### config.mk
export PLATFORM = sky130hd
export DESIGN_NAME = ex_muldiv_unit
export DESIGN_NICKNAME = d
export VERILOG_FILES = /design/src/rtl/mips_pkg.sv /design/src/rtl/muldiv_signfix.sv /design/src/rtl/ex_muldiv_unit.sv
export SDC_FILE = /design/constraint.sdc
export NUM_CORES = 1
export LEC_CHECK = 0
export CORE_UTILIZATION = 49
export CTS_CLUSTER_SIZE = 8
export DETAILED_ROUTE_END_ITERATION = 8
export PLACE_DENSITY = 0.69
export SYNTH_ARGS = -nofsm -noshare
export SYNTH_HDL_FRONTEND = slang
export SYNTH_SLANG_ARGS = --single-unit
### constraint.sdc
create_clock -name clk_i -period 15.2 [get_ports clk_i]
set_input_delay 1.52 -clock clk_i [delete_from_list [all_inputs] [get_ports clk_i]]
set_output_delay 1.52 -clock clk_i [all_outputs]
set_load 0.02 [all_outputs]
### src/rtl/mips_pkg.sv
// Shared MIPS definitions used by the EX-stage multiply/divide unit:
// op encodings, FSM states and the default datapath width.
package mips_pkg;

   localparam int unsigned MULDIV_DATA_W = 32;

   typedef enum logic [2:0] {
      MD_NOP   = 3'd0,
      MD_MULT  = 3'd1,
      MD_MULTU = 3'd2,
      MD_DIV   = 3'd3,
      MD_DIVU  = 3'd4,
      MD_MTHI  = 3'd5,
      MD_MTLO  = 3'd6,
      MD_NOP7  = 3'd7
   } muldiv_op_e;

   typedef enum logic [1:0] {
      MD_IDLE = 2'd0,
      MD_RUN  = 2'd1,
      MD_FIX  = 2'd2
   } muldiv_state_e;

endpackage

### src/rtl/muldiv_signfix.sv
// Conditional two's-complement negate, used for operand magnitudes
// and for the final product/quotient/remainder sign correction.
module muldiv_signfix #(
   parameter int unsigned DATA_W = 32
) (
   input  logic [DATA_W-1:0] val_i,
   input  logic              neg_i,
   output logic [DATA_W-1:0] res_o
);

   always_comb begin
      res_o = neg_i ? (~val_i + 1'b1) : val_i;
   end

endmodule

### src/rtl/ex_muldiv_unit.sv
// Iterative MIPS multiply/divide unit owning HI/LO.
// Define MULDIV_FAST_MUL_EN for a single-cycle multiply path (divide stays iterative).
module ex_muldiv_unit
   import mips_pkg::*;
#(
   parameter int unsigned DATA_W = MULDIV_DATA_W,
   parameter int unsigned CNT_W  = $clog2(DATA_W)
) (
   input  logic              clk_i,
   input  logic              rst_i,
   input  logic              start_i,
   input  logic [2:0]        op_i,
   input  logic [DATA_W-1:0] rs_data_i,
   input  logic [DATA_W-1:0] rt_data_i,
   input  logic              flush_i,
   output logic              busy_o,
   output logic              done_o,
   output logic              dz_o,
   output logic [DATA_W-1:0] hi_o,
   output logic [DATA_W-1:0] lo_o
);

   localparam logic [CNT_W-1:0] CNT_LAST = CNT_W'(DATA_W - 1);

   muldiv_op_e          op;
   muldiv_state_e       state;
   logic [CNT_W-1:0]    cnt;
   logic [DATA_W-1:0]   opnd;      // multiplicand or divisor magnitude
   logic [2*DATA_W-1:0] acc;       // {partial product | remainder, multiplier | quotient}
   logic [DATA_W-1:0]   raw_dvd;
   logic                is_div;
   logic                res_neg;
   logic                rem_neg;
   logic                div_zero;

   logic                op_signed;
   logic [DATA_W-1:0]   rs_abs;
   logic [DATA_W-1:0]   rt_abs;
   logic [DATA_W:0]     mul_sum;
   logic [DATA_W:0]     div_shift;
   logic [DATA_W:0]     div_diff;
   logic [2*DATA_W-1:0] fix_src;
   logic [2*DATA_W-1:0] fix_res;
   logic [DATA_W-1:0]   rem_res;

   assign op        = muldiv_op_e'(op_i);
   assign op_signed = (op == MD_MULT) || (op == MD_DIV);

   muldiv_signfix #(.DATA_W(DATA_W)) u_abs_rs (
      .val_i (rs_data_i),
      .neg_i (op_signed & rs_data_i[DATA_W-1]),
      .res_o (rs_abs)
   );

   muldiv_signfix #(.DATA_W(DATA_W)) u_abs_rt (
      .val_i (rt_data_i),
      .neg_i (op_signed & rt_data_i[DATA_W-1]),
      .res_o (rt_abs)
   );

   // Negating the full 2W value also negates its low half, so one
   // instance serves both the product and the quotient.
   muldiv_signfix #(.DATA_W(2*DATA_W)) u_fix_res (
      .val_i (fix_src),
      .neg_i (res_neg),
      .res_o (fix_res)
   );

   muldiv_signfix #(.DATA_W(DATA_W)) u_fix_rem (
      .val_i (acc[2*DATA_W-1:DATA_W]),
      .neg_i (rem_neg),
      .res_o (rem_res)
   );

   always_comb begin
      mul_sum   = {1'b0, acc[2*DATA_W-1:DATA_W]} + (acc[0] ? {1'b0, opnd} : '0);
      div_shift = {acc[2*DATA_W-1:DATA_W], acc[DATA_W-1]};
      div_diff  = div_shift - {1'b0, opnd};
`ifdef MULDIV_FAST_MUL_EN
      fix_src   = is_div ? acc
                         : ({{DATA_W{1'b0}}, opnd} * {{DATA_W{1'b0}}, acc[DATA_W-1:0]});
`else
      fix_src   = acc;
`endif
   end

   always_ff @(posedge clk_i or posedge rst_i) begin
      if (rst_i) begin
         state    <= MD_IDLE;
         cnt      <= '0;
         opnd     <= '0;
         acc      <= '0;
         raw_dvd  <= '0;
         is_div   <= 1'b0;
         res_neg  <= 1'b0;
         rem_neg  <= 1'b0;
         div_zero <= 1'b0;
         busy_o   <= 1'b0;
         done_o   <= 1'b0;
         dz_o     <= 1'b0;
         hi_o     <= '0;
         lo_o     <= '0;
      end else begin
         done_o <= 1'b0;
         dz_o   <= 1'b0;
         case (state)
            MD_IDLE: begin
               if (start_i && !flush_i) begin
                  case (op)
                     MD_MTHI: hi_o <= rs_data_i;
                     MD_MTLO: lo_o <= rs_data_i;
                     MD_MULT, MD_MULTU: begin
                        opnd     <= rs_abs;
                        acc      <= {{DATA_W{1'b0}}, rt_abs};
                        is_div   <= 1'b0;
                        res_neg  <= op_signed & (rs_data_i[DATA_W-1] ^ rt_data_i[DATA_W-1]);
                        rem_neg  <= 1'b0;
                        div_zero <= 1'b0;
                        cnt      <= '0;
                        busy_o   <= 1'b1;
`ifdef MULDIV_FAST_MUL_EN
                        state    <= MD_FIX;
`else
                        state    <= MD_RUN;
`endif
                     end
                     MD_DIV, MD_DIVU: begin
                        opnd     <= rt_abs;
                        acc      <= {{DATA_W{1'b0}}, rs_abs};
                        raw_dvd  <= rs_data_i;
                        is_div   <= 1'b1;
                        res_neg  <= op_signed & (rs_data_i[DATA_W-1] ^ rt_data_i[DATA_W-1]);
                        rem_neg  <= op_signed & rs_data_i[DATA_W-1];
                        div_zero <= (rt_data_i == '0);
                        cnt      <= '0;
                        busy_o   <= 1'b1;
                        state    <= MD_RUN;
                     end
                     default: ;
                  endcase
               end
            end
            MD_RUN: begin
               if (flush_i) begin
                  busy_o <= 1'b0;
                  state  <= MD_IDLE;
               end else begin
                  if (is_div) begin
                     // Restoring step: keep the trial difference only if it did not borrow.
                     if (!div_diff[DATA_W])
                        acc <= {div_diff[DATA_W-1:0], acc[DATA_W-2:0], 1'b1};
                     else
                        acc <= {div_shift[DATA_W-1:0], acc[DATA_W-2:0], 1'b0};
                  end else begin
                     acc <= {mul_sum, acc[DATA_W-1:1]};
                  end
                  cnt <= cnt + 1'b1;
                  if (cnt == CNT_LAST)
                     state <= MD_FIX;
               end
            end
            MD_FIX: begin
               busy_o <= 1'b0;
               state  <= MD_IDLE;
               if (!flush_i) begin
                  done_o <= 1'b1;
                  if (is_div) begin
                     if (div_zero) begin
                        hi_o <= raw_dvd;
                        lo_o <= '1;
                        dz_o <= 1'b1;
                     end else begin
                        hi_o <= rem_res;
                        lo_o <= fix_res[DATA_W-1:0];
                     end
                  end else begin
                     hi_o <= fix_res[2*DATA_W-1:DATA_W];
                     lo_o <= fix_res[DATA_W-1:0];
                  end
               end
            end
            default: begin
               busy_o <= 1'b0;
               state  <= MD_IDLE;
            end
         endcase
      end
   end

endmodule

# Word-level counts from Yosys, hierarchy flattened
# Cells that the tools add are included.
[word_totals]
ff_bits = 206
inputBits = 71
out_inout_bits = 67
elab_cells = 113
[op_classes]
addsub = 7
eq_ne = 18
n_mux = 46
bitwise_logic = 8
n_reduce_logical = 20
[ops]
columns = ["op", "n"]
rows = [
  ["$mux 32", 14],
  ["$mux 64", 5],
  ["$pmux 64 s2", 2],
  ["$pmux 32 s2", 3],
  ["$add 32x1->32 const B", 3],
  ["$not 32->32", 3],
  ["$add 64x1->64 const B", 1],
  ["$not 64->64", 1],
  ["$add 32x32->33", 1],
  ["$sub 33x32->33", 1],
  ["$logic_not 32->1", 1],
  ["$reduce_and 4->1", 4],
  ["$mux 5", 3],
  ["$reduce_and 3->1", 5],
  ["$ne 2x2->1 const B", 5],
  ["$pmux 5 s2", 1],
  ["$eq 3x3->1 const B", 3],
  ["$mux 1", 9],
  ["$mux 2", 4],
  ["$pmux 1 s2", 4],
  ["$eq 3x2->1 const B", 2],
  ["$reduce_bool 2->1", 3],
  ["$add 5x1->5 const B", 1],
  ["$eq 5x5->1 const B", 1],
  ["other kinds (15)", 19],
]

# Logic depth before layout (Yosys ltp)
# Gate-level depths: netlist of the first run.
[depth]
ltp_word = 7
mapped_depth = 16
mapped_depth_nobuf = 14

# Cells and area by module
# A second synthesis of the first run with hierarchy kept.
[hier_totals]
hier_cells = 2200
area_unflattened_um2 = 18261.3
[by_module_without_submodules]
columns = ["mod", "n_inst", "cells_per_inst", "area_each_um2"]
rows = [
  ["ex_muldiv_unit", 1, 1697, 14281.2],
  ["muldiv_signfix (u_abs_rs ...)", 3, 99, 777.0],
  ["muldiv_signfix (u_fix_res)", 1, 206, 1649.1],
]

# Least setup slack after synthesis of the first run
# Ideal clock, no wire load.
[synth_path]
path_kind = "in2reg"
startpoint = "input rt_data_i[3]"
endpoint = "register acc[29]"
setup_time_ps = 83
t_arrival_ps = 4236
required_time_ps = 15117
slack_ps = 10881
path_stages = 9
path_cell_list = "or3_1 > or4_1 > or4b_2 > nor4_1 > a21oi_1 > xor2_1 > a21oi_1 > a22o_1 > o21ai_0"
[synth_between]
elab_chain_len = 6
[synth_lines]
columns = ["item", "line_no", "rtl"]
rows = [
  ["from (decl)", "ex_muldiv_unit.sv:14", "input logic [DATA_W-1:0] rt_data_i,"],
  ["$not 32->32", "muldiv_signfix.sv:12", "res_o = neg_i ? (~val_i + 1'b1) : val_i;"],
  ["$add 32x1->32", "muldiv_signfix.sv:12", ""],
  ["$mux 32", "muldiv_signfix.sv:12", ""],
  ["$pmux 64 s2", "ex_muldiv_unit.sv:109", "case (op)"],
  ["$mux 64", "ex_muldiv_unit.sv:108", "if (start_i && !flush_i) begin"],
  ["$pmux 64 s2", "ex_muldiv_unit.sv:106", "case (state)"],
  ["to (signal assigned)", "ex_muldiv_unit.sv:114", "acc <= {{DATA_W{1'b0}}, rt_abs};"],
  ["to (signal assigned)", "ex_muldiv_unit.sv:129", "acc <= {{DATA_W{1'b0}}, rs_abs};"],
  ["to (signal assigned)", "ex_muldiv_unit.sv:151", "acc <= {div_diff[DATA_W-1:0], acc[DATA_W-2:0], 1'b1};"],
  ["to (decl)", "ex_muldiv_unit.sv:29", "logic [2*DATA_W-1:0] acc;"],
]
# No other way between the ends. The select of a mux whose other input is x is not followed.
# A chain may end at the register's enable or synchronous reset.

# Worst setup path after layout of the first run
[layout_path]
startpoint = "register acc[31]"
endpoint = "register acc[48]"
[layout_between]
elab_chain_len = 5
[layout_lines]
columns = ["item", "line_no", "rtl"]
rows = [
  ["$sub 33x32->33", "ex_muldiv_unit.sv:78", "div_diff = div_shift - {1'b0, opnd};"],
  ["$mux 64", "ex_muldiv_unit.sv:150", "if (!div_diff[DATA_W])"],
  ["$mux 64", "ex_muldiv_unit.sv:148", "if (is_div) begin"],
  ["$mux 64", "ex_muldiv_unit.sv:144", "if (flush_i) begin"],
  ["$pmux 64 s2", "ex_muldiv_unit.sv:106", ""],
]
# No other way between the ends. The select of a mux whose other input is x is not followed.

==> flow_metrics.py, run 1 <==
metrics = {
    "floorplanning": {
        "initial_core_util": 0.5011,
        "core_area_um2": 33700,
        "die_x_um": 187.6,
        "die_y_um": 187.6,
        "io_pins": 138,
        "dieArea_um2": 35210,
        "rows": 67,
    },
    "worst_setup_path": {
        "cpMaxStageDelayCell": "o31ai_1",
        "timing.reg2reg.setup_slack_ns": 10.46,
        "cp_num_buf_inv": 2,
        "max_stage_delay_ns": 0.60,
        "path_cells": "inv_1, ha_1, fa_1, nand2b_1, a21oi_1, o41ai_1, o31ai_1, a21oi_1, o21ai_0, xor2_4, buf_4, mux2_2, a221o_1",
        "cp_data_required_time_ns": 15.66,
        "critPathMaxFanout": 40,
        "worstPathArrival_ns": 5.19,
        "critical_path_class": "flop to flop",
        "critPathLaunchType": "flop",
        "path_common_cell": "a21oi_1",
        "crit_family": "compound AO/OA/AOI/OAI gates",
        "endpoint_kind": "flop",
    },
    "drt": {
        "vias": 16674,
        "drt-total-wl_um": 60100,
        "viasPerCell": 6.321,
        "drc": 0,
        "ant_nets": 0,
        "first_pass_iters": 5,
        "drtIter0Drc": 1479,
        "wire_per_inst_um": 22.78,
    },
    "grt": {
        "grtUsageTotal": 0.3372,
        "grt_overflow": 0,
        "grt_pass1_wl_um": 92110,
        "antenna_found_initial": 1,
        "grt_max_degree": 75,
        "grt_pass1_vias": 16021,
    },
    "timing": {
        "fin_crit_sh": 0.3116,
        "final_hold_viol_count": 0,
        "worst_pin_slew_ns": 1.230,
        "layout_setup_ws_ns": 10.46,
        "slew_headroom": 0.1784,
        "max_freq_mhz": 211.1,
        "final.setup.tns_ns": 0,
        "skew_ns": 0.02362,
        "rsz0062_at_grt": "no",
        "slew_violations": 0,
        "setup_violations": 0,
        "min_period_ns": 4.737,
    },
    "finish": {
        "drive_gt1_frac": 0.05667,
        "areaGrowthSynthToFinish_pct": 14.12,
        "fillers": 3134,
        "finalNonFillerCells": 2638,
        "final_net_count": 2327,
    },
    "synth": {
        "synthAdderAreaFrac": 0.05424,
        "synth_cells": 2142,
        "synth-seq-area-share": 0.3053,
        "yosys-top-cells-area": "dfrtp_1 31%, o21ai_0 6.3%, nand2_1 5.8%, xnor2_1 5.6%, ha_1 5.2%",
        "avgSynthCellArea_um2": 7.883,
        "ys_seq_elements": 206,
        "synth_top_area_cell": "dfrtp_1",
        "yosys.area.top_type_share": 0.3053,
        "synth_ff_type": "dfrtp_1",
        "synth_edf_count": 0,
        "synth_top_family_by_area": "compound AO/OA/AOI/OAI gates",
        "yosys-top-cells-count": "261 x nand2_1, 213 x nor2_1, 213 x o21ai_0",
        "synth_simple_gate_area_frac": 0.1906,
        "synthArstFlopShare": 1.000,
        "synthesis.nets": 2285,
        "yosysUniqueCellTypes": 74,
        "ys_warn_count": 0,
        "synth_compound_area_frac": 0.2416,
        "synth_most_common_cell": "nand2_1",
        "synth_xor_area_frac": 0.08921,
        "yosys-mux-area-fraction": 0.07061,
        "netlist_area_um2": 16890,
    },
    "placement": {
        "dpl.cell_count": 2600,
        "hpwl_um": 43930,
        "numPortBuffers": 137,
        "dp_worst_setup_slack_ns": 9.995,
        "place.gp.congestion": 0.9783,
    },
    "clocking": {
        "ctsResizeCount": 0,
        "hold_buffers": 0,
        "numCtsBuffers": 30,
        "post-cts-setup-buffers": 0,
        "cts_buffer_depth": 3,
        "h-tree-depth": 1,
        "cts_tree": "built",
        "cts-root-buf": "clkbuf_16",
        "clock_latency_ns": 0.58,
        "cts.clk_slew.worst_paths_ns": 0.05,
        "cts_sinks": 206,
    },
    "power_and_ir_drop": {
        "vdd_ir_drop_max_mv": 0.09649,
        "totalPowerFinal_w": 0.002582,
        "cellPowerDensity_nw_per_um2": 134.0,
        "p_leak_nw": 8.203,
    },
    "run_status": {
        "status": "complete, no violations",
    },
    "job": {
        "max-cap-violations": 0,
    },
    "worst_hold_path": {
        "hold_class": "flop to flop",
    },
}
worst register-to-register path, cell delays in order (launching register included):
cell and delay [ns]:
dfrtp_1 0.55, inv_1 0.09, ha_1 0.23, fa_1 0.39, nand2b_1 0.20, a21oi_1 0.22
o41ai_1 0.19, o31ai_1 0.60, a21oi_1 0.28, o21ai_0 0.50, xor2_4 0.16, buf_4 0.48
mux2_2 0.43, a221o_1 0.31
registers in the layout, summed over array words and instances (netlist names):
register	cells
raw_dvd	32
rem_neg	1
dz_o	1
busy_o	1
lo_o	32
div_zero	1
res_neg	1
done_o	1
opnd	32
cnt	5
acc	64
hi_o	32
state	2
is_div	1
routing by layer:
metal	track usage	part of all wire
met2	0.5415	0.46
met1	0.4327	0.41
met4	0.1823	0.057
met5	0	0
met3	0.05708	0.073
power breakdown:
part           switching (W)  internal [W]
logic               0.000662      0.000464
clock network       0.000252      0.000361
registers           0.000160      0.000682
total                0.00107       0.00151
kinds of logic (layout without fill, tap and decap cells):
group                      count (synthesis)  in the layout
xor gates and xnor gates                 172            172
DFF                                      206            206
buffers and inverters                    209            255
adders and majority gates                 72             72
muxes                                    114            114
AOI/OAI and AO/OA                        662            662
and+or+nand+nor                          707            707
other                                      0              2
through the flow:
step	cell area, um2	util	hold slack (ns)
floorplan	16890	-	0.4375
global placement	18460	0.5476	0.4589
detailed placement	18460	0.5476	0.4578
CTS	19260	0.5717	0.4701
global route	19270	0.5717	0.4923
finish	19270	0.5718	0.4714
cell usage in the layout (no fill, tap or decap), types with 41 or more instances in the layout:
cell type        synthesis  final
a21oi_1                159    159
clkdlybuf4s50_1          0    137
dfrtp_1                206    205
ha_1                    70     70
inv_1                   61     60
mux2_2                  41     41
mux2i_1                 73     73
nand2_1                261    260
nor2_1                 213    213
o21ai_0                213    213
o22ai_1                 41     41
xnor2_1                108    108
xor2_1                  64     63
final cells by class:
cell class	count	area [um2]	area share
Antenna cell	2	5.005	0.0002597
Clock buffer	35	800.8	0.04156
Clock inverter	1	8.758	0.0004545
Inverter	61	236.5	0.01227
Multi-Input combinational cell	1727	10970	0.5693
Sequential cell	206	5159	0.2677
Tap cell	448	560.5	0.02909
Timing Repair Buffer	158	1529	0.07935
final timing paths:
kind / cells after the start / startpoint / end
max: 13 / acc[31]$_DFFE_PP0P_ / acc[48]$_DFFE_PP0P_
min: 1 / cnt[3]$_DFFE_PP0P_ / cnt[3]$_DFFE_PP0P_
max reg2reg: 13 / acc[31]$_DFFE_PP0P_ / acc[48]$_DFFE_PP0P_
min reg2reg: 1 / cnt[3]$_DFFE_PP0P_ / cnt[3]$_DFFE_PP0P_
max in group asynchronous: 4 / rst_i / is_div$_DFFE_PP0P_
min in group asynchronous: 2 / rst_i / raw_dvd[12]$_DFFE_PP0P_
No activity file was read; power rests on OpenSTA's default activity.
==> run 2, diff against run 1 <==
--- a/config.mk
+++ b/config.mk
@@ -8,7 +8,7 @@
 export CORE_UTILIZATION = 49
 export CTS_CLUSTER_SIZE = 8
 export DETAILED_ROUTE_END_ITERATION = 8
-export PLACE_DENSITY = 0.69
+export PLACE_DENSITY = 0.72
 export SYNTH_ARGS = -nofsm -noshare
 export SYNTH_HDL_FRONTEND = slang
 export SYNTH_SLANG_ARGS = --single-unit
==> constraint.sdc (replaced) <==
create_clock -name clk_i -period 3.88 [get_ports clk_i]
set_input_delay 0.388 -clock clk_i [delete_from_list [all_inputs] [get_ports clk_i]]
set_output_delay 0.388 -clock clk_i [all_outputs]
set_load 0.02 [all_outputs]
==> run 2 against run 1 <==
Total power rose to 3.9 times the previous value. First-iteration DRC count up 23%. Design area up 3.4%. Clock power rose to 3.7 times the previous value. Sequential power rose to 3.8 times the previous value. Worst hold slack worse by 0.11 ns. Die area unchanged. Combinational power rose to 4.2 times the previous value. Global-route usage up 1.2 points. Critical endpoint is now hi_o[0]$_DFFE_PP0P_. Largest power group unchanged.
==> flow_metrics.py, run 2 (synthesized netlist as in run 1, its figures left out) <==
metrics = {
    "finish": {
        "fillers": 3109,
        "top_register": "acc",
        "drive_gt1_frac": 0.09455,
        "areaGrowthSynthToFinish_pct": 18.03,
        "final-seq-area_um2": 5159,
        "largest_reg_flops": 64,
        "finalNonFillerCells": 2723,
        "final_common_cell": "nand2_1",
        "multiInputGateArea_um2": 10990,
        "final_net_count": 2416,
        "mostFrequentLayoutCells": "260 x nand2_1, 213 x nor2_1, 213 x o21ai_0",
    },
    "grt": {
        "grt_overflow": 0,
        "grtUsageTotal": 0.3494,
        "grt_max_degree": 73,
        "antenna_found_initial": 1,
        "grt_pass1_vias": 16589,
        "grt_pass1_wl_um": 95740,
    },
    "worst_setup_path": {
        "critPathLaunchType": "flop",
        "critical_path_class": "flop to flop",
        "r2r-start": "acc[10]$_DFFE_PP0P_",
        "worstPathArrival_ns": 4.21,
        "crit_start": "acc[10]$_DFFE_PP0P_",
        "cp_data_required_time_ns": 4.35,
        "reg2reg_to": "hi_o[0]$_DFFE_PP0P_",
        "timing.reg2reg.setup_slack_ns": 0.14,
        "endpoint_kind": "flop",
        "critPathMaxFanout": 18,
        "reg2reg_depth": 9,
    },
    "power_and_ir_drop": {
        "p_leak_nw": 8.630,
        "cellPowerDensity_nw_per_um2": 511.4,
        "vdd_ir_drop_max_mv": 0.3677,
    },
    "job": {
        "max-cap-violations": 0,
    },
    "timing": {
        "worst_pin_slew_ns": 1.062,
        "slew_violations": 0,
        "min_period_ns": 3.741,
        "max_freq_mhz": 267.3,
        "final.setup.tns_ns": 0,
        "fin_crit_sh": 0.9641,
        "rsz0062_at_grt": "no",
        "slew_headroom": 0.2920,
        "skew_ns": 0.01349,
        "final_hold_viol_count": 0,
        "setup_violations": 0,
    },
    "drt": {
        "viasPerCell": 6.317,
        "ant_nets": 0,
        "drtIter0Drc": 1820,
        "drt-total-wl_um": 62090,
        "wire_per_inst_um": 22.80,
        "vias": 17200,
        "first_pass_iters": 6,
        "drc": 0,
    },
    "clocking": {
        "cts_buffer_depth": 3,
        "cts_tree": "built",
        "h-tree-depth": 1,
        "clock_latency_ns": 0.56,
        "numCtsBuffers": 29,
        "cts_sinks": 206,
        "cts-root-buf": "clkbuf_16",
        "hold_buffers": 0,
        "cts.clk_slew.worst_paths_ns": 0.05,
    },
    "floorplanning": {
        "rows": 67,
        "core_area_um2": 33700,
        "die_x_um": 187.6,
        "io_pins": 138,
        "die_y_um": 187.6,
        "dieArea_um2": 35210,
        "initial_core_util": 0.5011,
    },
    "run_status": {
        "status": "complete, no violations",
    },
    "placement": {
        "place.gp.congestion": 0.9992,
        "numPortBuffers": 137,
        "dpl.cell_count": 2690,
        "hpwl_um": 47330,
    },
    "worst_hold_path": {
        "hold_class": "input pin to asynchronous set/reset pin",
    },
}
run 2: critical path, stage by stage, from the launching register on:
cell and delay [ns]:
dfrtp_1 0.46, or4_4 0.58, or3_4 0.35, or3_1 0.39
or2_1 0.33, or4_4 0.65, and2_1 0.25, a211oi_1 0.39
a21oi_1 0.08, o21ai_0 0.18
run 2: where the power goes:
part / internal, W / switching (W)
registers: 0.00267 / 0.000541
clock network: 0.00131 / 0.000958
logic: 0.00196 / 0.00275
run 2: through the flow:
| step | instance area, um2 | setup slack, ns | hold slack (ns) | utilization | total power, W |
|---|---|---|---|---|---|
| final | 19930 | 0.1392 | 0.3574 | 0.5914 | 0.01019 |
| after global routing | 19930 | 0.004118 | 0.4205 | 0.5914 | 0.01075 |
| after CTS | 19910 | 0.1398 | 0.3799 | 0.5907 | 0.01012 |
| after detailed placement | 19160 | 0.1525 | 0.4677 | 0.5687 | 0.007849 |
| after global placement | 19160 | 0.1534 | 0.4602 | 0.5687 | 0.007759 |
| after floorplan | 16890 | 0.003892 | 0.4375 | - | 0.006146 |
run 2: what timing repair did:
item / CTS / global route
endpoints found under the setup margin: 0 / 4
buffers inserted: 0 / 0
resized for setup: 0 / 4
run 2: worst max-delay path by stage:
stage	end	slack, ns	cells after the start
2_1_floorplan	acc[52]$_DFFE_PP0P_	0.004	15
3_3_place_gp	acc[29]$_DFFE_PP0P_	0.15	11
3_5_place_dp	acc[29]$_DFFE_PP0P_	0.15	11
4_1_cts	hi_o[9]$_DFFE_PP0P_	0.14	10
5_1_grt	acc[38]$_DFFE_PP0P_	0.004	14
6_report	hi_o[0]$_DFFE_PP0P_	0.14	9
run 2: metal layers:
layer	wire, um	GRT usage
met5	0	0
met4	3837	0.1982
met3	5459	0.06981
met2	28010	0.5567
met1	24790	0.4417
run 2: cell type report:
class / count / area share
tap: 448 / 0.02812
clock inverter: 1 / 0.0004394
sequential: 206 / 0.2588
antenna: 1 / 0.0001255
clock buffer: 31 / 0.03679
timing repair buffer: 248 / 0.1125
inverter: 61 / 0.01168
multi-input combinational: 1727 / 0.5515
==> run 3, diff against run 2 <==
--- a/config.mk
+++ b/config.mk
@@ -8,7 +8,7 @@
 export CORE_UTILIZATION = 49
 export CTS_CLUSTER_SIZE = 8
 export DETAILED_ROUTE_END_ITERATION = 8
-export PLACE_DENSITY = 0.72
+export PLACE_DENSITY = 0.7
 export SYNTH_ARGS = -nofsm -noshare
 export SYNTH_HDL_FRONTEND = slang
 export SYNTH_SLANG_ARGS = --single-unit
==> run 3 against run 2 <==
Total power rose by 1.0%. Utilization rose by 0.11 points. Clock power rose by 7%. Critical endpoint is now hi_o[24]$_DFFE_PP0P_. Design area rose by 0.19%. Via count fell by 0.67%. First-iteration DRC count fell by 14%. Clock skew rose by 0.0026 ns. Final cell count fell by 0.22%. Die area did not move. Sequential cell count did not move. Highest routed layer unchanged.
==> flow_metrics.py, run 3 (synthesized netlist as in run 1, its figures left out) <==
metrics = {
    "worst_setup_path": {
        "critical_path_class": "flop to flop",
        "cp_data_required_time_ns": 4.32,
        "crit_start": "acc[33]$_DFFE_PP0P_",
        "critPathLaunchType": "flop",
        "critPathCapture": "hi_o[24]$_DFFE_PP0P_",
        "worstPathArrival_ns": 4.18,
        "critPathMaxFanout": 5,
        "endpoint_kind": "flop",
        "reg2reg_depth": 11,
        "timing.reg2reg.setup_slack_ns": 0.15,
        "r2r-start": "acc[33]$_DFFE_PP0P_",
        "reg2reg_to": "hi_o[24]$_DFFE_PP0P_",
    },
    "timing": {
        "slew_violations": 0,
        "final.setup.tns_ns": 0,
        "final_hold_viol_count": 0,
        "slew_headroom": 0.1330,
        "min_period_ns": 3.733,
        "setup_violations": 0,
        "rsz0062_at_grt": "no",
        "worst_pin_slew_ns": 1.296,
        "skew_ns": 0.01609,
        "fin_crit_sh": 0.9622,
        "max_freq_mhz": 267.8,
        "layout_setup_ws_ns": 0.1465,
    },
    "drt": {
        "ant_nets": 0,
        "drc": 0,
        "drt-total-wl_um": 62540,
        "viasPerCell": 6.288,
        "first_pass_iters": 6,
        "wire_per_inst_um": 23.02,
        "vias": 17084,
        "drtIter0Drc": 1567,
    },
    "finish": {
        "final-seq-area_um2": 5159,
        "final_common_cell": "nand2_1",
        "drive_gt1_frac": 0.09167,
        "multiInputGateArea_um2": 10980,
        "final_net_count": 2408,
        "post-route-util": 0.5926,
        "insertedDiodeCount": 0,
        "top_register": "acc",
        "largest_reg_flops": 64,
        "fillers": 3130,
        "areaGrowthSynthToFinish_pct": 18.26,
        "mostFrequentLayoutCells": "260 x nand2_1, 213 x nor2_1, 211 x o21ai_0",
    },
    "worst_hold_path": {
        "hold_class": "input pin to asynchronous set/reset pin",
    },
    "floorplanning": {
        "rows": 67,
        "core_area_um2": 33700,
        "die_x_um": 187.6,
        "die_y_um": 187.6,
        "dieArea_um2": 35210,
        "initial_core_util": 0.5011,
        "io_pins": 138,
    },
    "power_and_ir_drop": {
        "clkPwrFrac": 0.235,
        "totalPowerFinal_w": 0.01030,
        "cellPowerDensity_nw_per_um2": 515.7,
        "power_frac_seq": 0.312,
        "combPwrFrac": 0.453,
        "vdd_ir_drop_max_mv": 0.3603,
        "p_leak_nw": 8.626,
        "switchingPower_w": 0.004259,
        "internal_power_w": 0.006039,
        "switching_share": 0.4135,
    },
    "clocking": {
        "post-cts-setup-buffers": 0,
        "cts-root-buf": "clkbuf_16",
        "cts_buffer_depth": 3,
        "numCtsBuffers": 30,
        "cts_sinks": 206,
        "h-tree-depth": 1,
        "cts.clk_slew.worst_paths_ns": 0.06,
        "cts_tree": "built",
        "clock_latency_ns": 0.57,
    },
    "placement": {
        "dp_worst_setup_slack_ns": -0.1691,
        "hpwl_um": 47470,
        "place.gp.congestion": 0.9953,
        "numPortBuffers": 137,
    },
    "grt": {
        "grtUsageTotal": 0.3505,
        "grt_pass1_wl_um": 95560,
        "grt_pass1_vias": 16298,
        "antenna_found_initial": 3,
        "grt_overflow": 0,
        "grt_max_degree": 85,
    },
    "job": {
        "max-cap-violations": 0,
    },
    "run_status": {
        "status": "complete, no violations",
    },
}
==> run 3: cell count changes in the layout (fill, tap and decap cells not counted), sizes merged <==
cell,delta
buf,-9
bufinv,+1
clkbuf,+2
clkinv,+2
diode,-1
inv,-1
==> run 3: cell type report <==
cell class,instances,area share
clock inverter,3,0.002569
sequential,206,0.2583
inverter,61,0.01165
clock buffer,33,0.03816
tap,448,0.02807
multi-input combinational,1727,0.5498
timing repair buffer,239,0.1114
==> run 3: stage by stage <==
step                cells  area [um2]  hold slack, ns
CTS                  2717       19960          0.4304
global route         2717       19970          0.4717
finish               2717       19970          0.4057
detailed placement   2681       19150          0.4673
global placement     2681       19150          0.4565
floorplan            2142       16890          0.4375
==> run 3: per-layer routing <==
| metal | routed length [um] | GRT usage | part of all wire |
|---|---|---|---|
| met2 | 28150 | 0.5642 | 0.45 |
| met4 | 3954 | 0.1895 | 0.063 |
| met3 | 5552 | 0.07561 | 0.089 |
| met1 | 24890 | 0.4383 | 0.40 |
| met5 | 0 | 0 | 0 |
==> run 3: worst min path at each step <==
stage	from	endpoint	slack [ns]
global placement	cnt[3]$_DFFE_PP0P_	cnt[3]$_DFFE_PP0P_	0.46
global route	rst_i	acc[61]$_DFFE_PP0P_	0.47
detailed placement	hi_o[28]$_DFFE_PP0P_	hi_o[28]$_DFFE_PP0P_	0.47
floorplan	cnt[3]$_DFFE_PP0P_	cnt[3]$_DFFE_PP0P_	0.44
CTS	rst_i	acc[61]$_DFFE_PP0P_	0.43
finish	rst_i	hi_o[29]$_DFFE_PP0P_	0.41
==> run 3: power by group through the flow <==
stage | Combinational [W] | Sequential, W | Clock (W)
after floorplan | 0.00291 | 0.00324 | 0
after CTS | 0.00460 | 0.00320 | 0.00244
after global placement | 0.00451 | 0.00321 | 0
final | 0.00467 | 0.00321 | 0.00242
after global routing | 0.00507 | 0.00327 | 0.00251
after detailed placement | 0.00458 | 0.00323 | 0
==> run 3: repair_timing <==
action | CTS | global route
resized for setup | 0 | 5
setup endpoints to repair | 0 | 4
hold endpoints to repair | 0 | 0
hold buffers | 0 | 0
==> run 3: critical path, cell delays in order, from the launching register on <==
cell and delay [ns]:
dfrtp_1 0.38, inv_1 0.13, ha_1 0.25, or3b_1 0.44
or3_1 0.35, or3_1 0.38, or3_1 0.42, or3_1 0.40
nand4b_1 0.30, o21ai_1 0.18, a21oi_1 0.08, a221o_1 0.29
